File: config.mk
export PLATFORM = sky130hd
export DESIGN_NAME = rf_writeback_ctrl
export DESIGN_NICKNAME = d
export VERILOG_FILES = /design/src/rtl/rf_pkg.sv /design/src/rtl/rf_writeback_ctrl_fifo.sv /design/src/rtl/rf_writeback_ctrl.sv
export SDC_FILE = /design/constraint.sdc
export NUM_CORES = 1
export LEC_CHECK = 0
export CAP_MARGIN = 10
export CORE_ASPECT_RATIO = 0.7
export CORE_MARGIN = 1.5
export CORE_UTILIZATION = 28
export CTS_CLUSTER_DIAMETER = 40
export DETAILED_ROUTE_END_ITERATION = 12
export HOLD_SLACK_MARGIN = 0.03
export PLACE_DENSITY_LB_ADDON = 0.25
export SLEW_MARGIN = 20
export SYNTH_ARGS = -nofsm -noshare
export SYNTH_HDL_FRONTEND = slang
export SYNTH_SLANG_ARGS = --single-unit
File: constraint.sdc
create_clock -name clk -period 5.9 [get_ports clk]
set_input_delay 1.18 -clock clk [delete_from_list [all_inputs] [get_ports clk]]
set_output_delay 1.18 -clock clk [all_outputs]
set_load 0.01 [all_outputs]
File: src/rtl/rf_pkg.sv
// Shared types for the register-file write-back path.
package rf_pkg;
   localparam int XLEN   = 32;
   localparam int REG_AW = 5;

   typedef struct packed {
      logic [REG_AW-1:0] rd;
      logic [XLEN-1:0]   data;
   } wb_req_t;

   typedef enum logic {SRC_ALU, SRC_LOAD} wb_src_t;
endpackage

File: src/rtl/rf_writeback_ctrl_fifo.sv
// Load-result queue: synchronous FIFO of write-back requests.
module wb_fifo
   import rf_pkg::*;
#(
   parameter int DEPTH = 4
) (
   input  logic    clk,
   input  logic    rst_n,
   input  logic    push_i,
   input  logic    pop_i,
   input  wb_req_t wr_data_i,
   output wb_req_t rd_data_o,
   output logic    full_o,
   output logic    empty_o
);
   localparam int PW = $clog2(DEPTH) + 1;
   localparam int AW = PW - 1;

   wb_req_t        mem_q [DEPTH];
   logic [PW-1:0]  wr_ptr_q;
   logic [PW-1:0]  rd_ptr_q;
   logic [PW-1:0]  ptr_one;

   assign ptr_one   = {{(PW-1){1'b0}}, 1'b1};
   assign empty_o   = (wr_ptr_q == rd_ptr_q);
   // Extra pointer MSB distinguishes full from empty when the low bits match.
   assign full_o    = ((wr_ptr_q ^ rd_ptr_q) == {1'b1, {AW{1'b0}}});
   assign rd_data_o = mem_q[rd_ptr_q[AW-1:0]];

   always_ff @(posedge clk or negedge rst_n) begin
      if (!rst_n) begin
         wr_ptr_q <= '0;
         rd_ptr_q <= '0;
      end else begin
         if (push_i && !full_o) wr_ptr_q <= wr_ptr_q + ptr_one;
         if (pop_i && !empty_o) rd_ptr_q <= rd_ptr_q + ptr_one;
      end
   end

   always_ff @(posedge clk) begin
      if (push_i && !full_o) mem_q[wr_ptr_q[AW-1:0]] <= wr_data_i;
   end
endmodule

File: src/rtl/rf_writeback_ctrl.sv
// Register-file write-port controller: ALU/load arbitration, registered write
// stage, pending-load scoreboard and write-to-read forwarding.
module rf_writeback_ctrl #(
   parameter int LQ_DEPTH = 4,
   parameter int XLEN     = 32
) (
   input  logic            clk,
   input  logic            rst_n,
   input  logic            issue_valid,
   input  logic            issue_is_load,
   input  logic [4:0]      issue_rd,
   output logic            issue_ready,
   input  logic            alu_valid,
   input  logic [4:0]      alu_rd,
   input  logic [XLEN-1:0] alu_data,
   input  logic            ld_valid,
   output logic            ld_ready,
   input  logic [4:0]      ld_rd,
   input  logic [XLEN-1:0] ld_data,
   input  logic [4:0]      raddr1,
   input  logic [4:0]      raddr2,
   output logic            busy1,
   output logic            busy2,
   output logic            fwd_valid1,
   output logic            fwd_valid2,
   output logic [XLEN-1:0] fwd_data1,
   output logic [XLEN-1:0] fwd_data2,
   output logic            rfwrite,
   output logic [4:0]      waddr,
   output logic [XLEN-1:0] wdata
);
   import rf_pkg::*;

   wb_req_t         q_head;
   wb_req_t         ld_req;
   wb_req_t         sel_req;
   logic            q_full;
   logic            q_empty;
   logic            q_push;
   logic            q_pop;
   logic            ld_acc;
   logic            sel_valid;
   wb_src_t         sel_src;
   logic [31:0]     pending_q;
   logic [31:0]     pending_d;
   logic            rfwrite_q;
   logic [4:0]      waddr_q;
   logic [XLEN-1:0] wdata_q;

   assign ld_req.rd   = ld_rd;
   assign ld_req.data = ld_data;
   assign ld_ready    = !q_full;
   assign ld_acc      = ld_valid && ld_ready;

   wb_fifo #(.DEPTH(LQ_DEPTH)) u_lq (
      .clk       (clk),
      .rst_n     (rst_n),
      .push_i    (q_push),
      .pop_i     (q_pop),
      .wr_data_i (ld_req),
      .rd_data_o (q_head),
      .full_o    (q_full),
      .empty_o   (q_empty)
   );

   // ALU first, then the queue head; a load bypasses only an empty queue.
   always_comb begin
      sel_valid = 1'b0;
      sel_src   = SRC_ALU;
      sel_req   = '0;
      q_push    = 1'b0;
      q_pop     = 1'b0;
      if (alu_valid) begin
         sel_valid    = 1'b1;
         sel_req.rd   = alu_rd;
         sel_req.data = alu_data;
         q_push       = ld_acc;
      end else if (!q_empty) begin
         sel_valid = 1'b1;
         sel_src   = SRC_LOAD;
         sel_req   = q_head;
         q_pop     = 1'b1;
         q_push    = ld_acc;
      end else if (ld_acc) begin
         sel_valid = 1'b1;
         sel_src   = SRC_LOAD;
         sel_req   = ld_req;
      end
   end

   assign issue_ready = !(issue_is_load && pending_q[issue_rd]);

   always_comb begin
      pending_d = pending_q;
      if (sel_valid && sel_src == SRC_LOAD) pending_d[sel_req.rd] = 1'b0;
      if (issue_valid && issue_is_load && issue_ready && issue_rd != 5'd0)
         pending_d[issue_rd] = 1'b1;
   end

   always_ff @(posedge clk or negedge rst_n) begin
      if (!rst_n) begin
         pending_q <= '0;
         rfwrite_q <= 1'b0;
         waddr_q   <= '0;
         wdata_q   <= '0;
      end else begin
         pending_q <= pending_d;
         rfwrite_q <= sel_valid && (sel_req.rd != 5'd0);
         if (sel_valid) begin
            waddr_q <= sel_req.rd;
            wdata_q <= sel_req.data;
         end
      end
   end

   assign rfwrite    = rfwrite_q;
   assign waddr      = waddr_q;
   assign wdata      = wdata_q;

   assign busy1      = (raddr1 != 5'd0) && pending_q[raddr1];
   assign busy2      = (raddr2 != 5'd0) && pending_q[raddr2];
   assign fwd_valid1 = rfwrite_q && (waddr_q == raddr1) && (raddr1 != 5'd0);
   assign fwd_valid2 = rfwrite_q && (waddr_q == raddr2) && (raddr2 != 5'd0);
   assign fwd_data1  = wdata_q;
   assign fwd_data2  = wdata_q;
endmodule

# Yosys cells after proc, flatten, opt, wreduce, memory -nomap -nowiden

Memory sizes are Yosys's and may differ from the RTL's.
Index checks and enable logic that the tools add are counted.
W data, S select, Z words.

Bits in registers: 76
Memory bits (writable): 148
Bits of input ports: 95
Output and inout bits: 108
Word-level logic and storage cells: 72
Memories: 1

Memory list:

| name       | words | bits a word | rd ports | clocked after memory_dff | wr ports | line                         | source |
|---|---|---|---|---|---|---|---|
| u_lq.mem_q | 4     | 37          | 1        | 0                        | 1        | rf_writeback_ctrl_fifo.sv:19 | `wb_req_t mem_q [DEPTH];` |

Add/subtract/negate cells: 2
Magnitude comparators: 6
Equality and inequality tests: 4
Mux-type cells: 25
Bitwise gates (word level): 4
Reduce and logical (&&, ||, !) cells: 24

Operator list:

| kind                  | count |
|---|---|
| $mux W37              | 3 |
| $mux W32              | 2 |
| $and A32 B32 Y32      | 1 |
| $not A32 Y32          | 1 |
| $or A32 B32 Y32       | 1 |
| $lt A5 B6 Y1 const B  | 4 |
| $reduce_bool A5 Y1    | 4 |
| $logic_and A1 B1 Y1   | 17 |
| $bmux W1 S5           | 3 |
| $mux W1               | 15 |
| $demux W1 S5          | 2 |
| $eq A5 B5 Y1          | 2 |
| $ge A5 B1 Y1 const B  | 2 |
| $add A3 B1 Y3 const B | 2 |
| $eq A3 B3 Y1          | 1 |
| $eq A3 B3 Y1 const B  | 1 |
| $logic_not A1 Y1      | 3 |
| $xor A3 B3 Y3         | 1 |

# Depth between registers and ports, before layout

Word-level depth: 16
Gate-level depth with buffers: 9
Gate-level depth less buffers: 5

# Hierarchy

From an unflattened synthesis, not the netlist that was laid out.

Cells, all modules: 726
Area, all modules: 10,616.4 um^2

Modules (own cells, without submodules):

| module            | times used | cells an instance | area each (um^2) | sequential area each (um^2) |
|---|---|---|---|---|
| wb_fifo           | 1          | 243               | 5,836.8          | 4,594.4 |
| rf_writeback_ctrl | 1          | 483               | 4,779.6          | 1,751.7 |

# Worst setup path after synthesis

Ideal clock, no wire load.

Path type: input to output
Start: input issue_rd[0]
End: output issue_ready
Arrival: 2.648 ns
Data required time: 4.720 ns
Path slack: 2.072 ns
Stages on the path: 6
Path buffers: 1
Cells stage by stage: buf_6 mux4_2 a32o_1 nor4_4 nand2_1 nand2_1

Cells in the longest elaborated chain, start to end: 4

Ends and longest elaborated chain:

| item                          | line                    | source |
|---|---|---|
| start: declaration            | rf_writeback_ctrl.sv:11 | `input logic [4:0] issue_rd,` |
| $bmux W1 S5                   | rf_writeback_ctrl.sv:91 | `assign issue_ready = !(issue_is_load && pending_q[issue_rd]);` |
| $mux W1 (not written as such) | rf_writeback_ctrl.sv:91 |  |
| $logic_and A1 B1 Y1           | rf_writeback_ctrl.sv:91 |  |
| $logic_not A1 Y1              | rf_writeback_ctrl.sv:91 |  |
| end: declaration              | rf_writeback_ctrl.sv:12 | `output logic issue_ready,` |

No other way between the ends. The select of a mux whose other input is x is not followed.

# Worst setup path in the final report

Ends and elaborated chain as after synthesis.

==> run metrics <==
#FFs+latches synth 224; cell taking the most area after synthesis edfxtp_1; post-route cell area 0.0141 mm^2; global route overflow 0; vias in the first global route 7110; Core Box Area 0.0384 mm^2; CTS tree built; Max VDD drop 230 uV; Post-Synthesis Cells 773; status complete, no violations; post-synthesis cell area 0.0109 mm^2; antenna violation net count after detailed routing 0; crit path kind in2out; hold path endpoint u_lq.wr_ptr_q[2]; initial antenna violation count 0; min-delay worst type reg2reg; GP Congestion 0.884; cts repair resizes 0; fin crit period 5.36 ns; clock slew at reported path FFs 0.05 ns; total negative slack 0 ns; placed cell count 1403; Post-layout nets 1013; async set-or-reset flop fraction in the synthesized netlist 33.9%; Slew Limit Fails 0; Leak 5.02 nW; Vias/cell 4.90; Post-Synth Adder-Cell Area 0.574%; global-route wire length before repair 45.3 mm; largest family of logic cells by synthesized area multiplexers; Maximum Capacitance Violations 0; non-filler instance count after layout 1467; Syn. warnings 0; Total GRT Usage 14.9%; total wire length 30.0 mm; crit end category output port; Setup Viol. Count Final 0; wire length per cell 20.4 um; hold wc startpoint u_lq.wr_ptr_q[2]; Power per Cell Area 538 mW/mm^2; CTS Buf Count 35; drt initial violations 629; Synth Area in Compound Gates 9.61%; Max H-tree Level 2; Die H 168 um; placed cell area 0.0130 mm^2; Die Footprint 0.0401 mm^2; worst setup margin 0.536 ns; Max Root-Sink Buffers 3; period utilization 90.9%; Mapped Nets 873; area share of the largest cell type after synthesis 40.8%; clk sinks 224; vias post-DR 7191; synthesized area per cell 14.1 um^2; Rows 60; Synth cell types 59; # DRC 0; sequential-to-total area share from yosys stat 58.3%; WP data arrival 4.18 ns; Post-Synth XOR/XNOR Area 1.68%; Synth Area in Simple Gates 6.34%; initial core utilization 28.4%; most frequent cells in the layout clkdlybuf4s50_1, edfxtp_1, dfrtp_1; largest net degree at the start of global routing 67; hpwl dp 19.8 mm; worst-path fanout max 12; dominant synthesized flop cell edfxtp_1; Slew @ Worst Pin 0.940 ns; 1st-pass router iterations 5; clk_skew 0.0212 ns; Worst EP required 4.72 ns; r2r endpoint u_lq.mem_q[3][16]; r2r setup slk 2.62 ns; f_max 186 MHz; hold depth 1; Post-synth EDFFs 148; multiplexer area fraction after synthesis 16.9%; RSZ-0062 raised after global routing no; Slew headroom 37.3%; Startpoint Class input port; dpl ws 0.532 ns; Top Ports 203; worst-skew pair later-pin latency 0.51 ns; CTS root buf clkbuf_16; setup bufs post-CTS 0; PortBufs 202; Antenna Cells 0; final hold violation count 0; hold_buf cts 0; reg2reg start u_lq.rd_ptr_q[1]; FF-to-FF path depth 7; Area Overhead vs Synth 29.7%; commonest non-fill, non-tap cell in the layout clkdlybuf4s50_1; Synth area leaders edfxtp_1, dfrtp_1, mux4_2; Die X 239 um; share of cells above drive strength 1 16.5%
-- cells in the mapped netlist (all sizes together), types with 3 or more instances --
cell	instances
ha	5
nand2	58
edfxtp	148
o21ai	64
o31a	4
xor2	9
buf	84
o221ai	4
nor2b	4
nor2	46
inv	5
nor3	3
nand4	3
a21oi	32
o31ai	20
dfrtp	76
mux4	65
nand3	7
nor4	7
o41ai	17
xnor2	11
and2	4
clkbuf	28
mux2i	34
or3	4
-- worst max-delay path by stage --
| stage | start | slack, ns | endpoint |
|---|---|---|---|
| after floorplan | issue_rd[0] | 2.07 | issue_ready |
| after global placement | issue_rd[0] | 0.59 | issue_ready |
| after detailed placement | issue_rd[0] | 0.53 | issue_ready |
| after CTS | issue_rd[0] | 0.55 | issue_ready |
| after global routing | issue_rd[0] | 0.40 | issue_ready |
| final | issue_rd[0] | 0.54 | issue_ready |
-- through the flow --
stage,hold WS [ns],power [mW],utilization (%)
after floorplan,0.492,4.49,-
after global placement,0.512,5.61,33.8
after detailed placement,0.521,5.62,33.8
after CTS,0.531,7.69,36.8
after global routing,0.556,8.06,36.8
final,0.534,7.61,36.8
-- metal layers --
metal	up-vias	global-route usage [%]	share of wire, %
met5	-	0	0
met4	0	4.16	1.8
met3	47	3.98	7.6
met2	282	21.2	43
met1	3639	22.1	48
li1	3223	-	-
-- sequential cells by signal, indices dropped and copies added, names as in the netlist --
name and cells:
fwd_data1 32, pending_q 32, rfwrite 1, u_lq.mem_q 148, u_lq.rd_ptr_q 3, u_lq.wr_ptr_q 3, waddr 5
-- layout make-up --
cell class / instances / area, um^2
Fill cell: 3632 / 24200
Timing Repair Buffer: 215 / 2110
Clock inverter: 19 / 201
Tap cell: 527 / 659
Inverter: 6 / 22.5
Sequential cell: 224 / 6350
Multi-Input combinational cell: 431 / 3830
Clock buffer: 45 / 966
-- kinds of logic after synthesis --
group	after synthesis
and+or+nand+nor	146
AOI/OAI and AO/OA	160
buffers and inverters	118
DFF	224
muxes	100
xor gates and xnor gates	20
adders and majority gates	5
-- critical path, stage by stage --
cell and delay [ns]:
clkdlybuf4s50_1 0.84, mux4_1 0.62, a32o_1 0.31, nor4_4 0.52, nand2_1 0.10, nand2_1 0.09
clkdlybuf4s50_1 0.53
-- power by group --
group          leakage (nW)  internal (mW)  total, mW  switching, mW
sequential             2.29           2.17       2.57          0.393
combinational          2.16           1.48       3.01           1.53
clock                 0.570           1.27       2.03          0.762
Note: power is estimated with default switching activity, not from simulation.
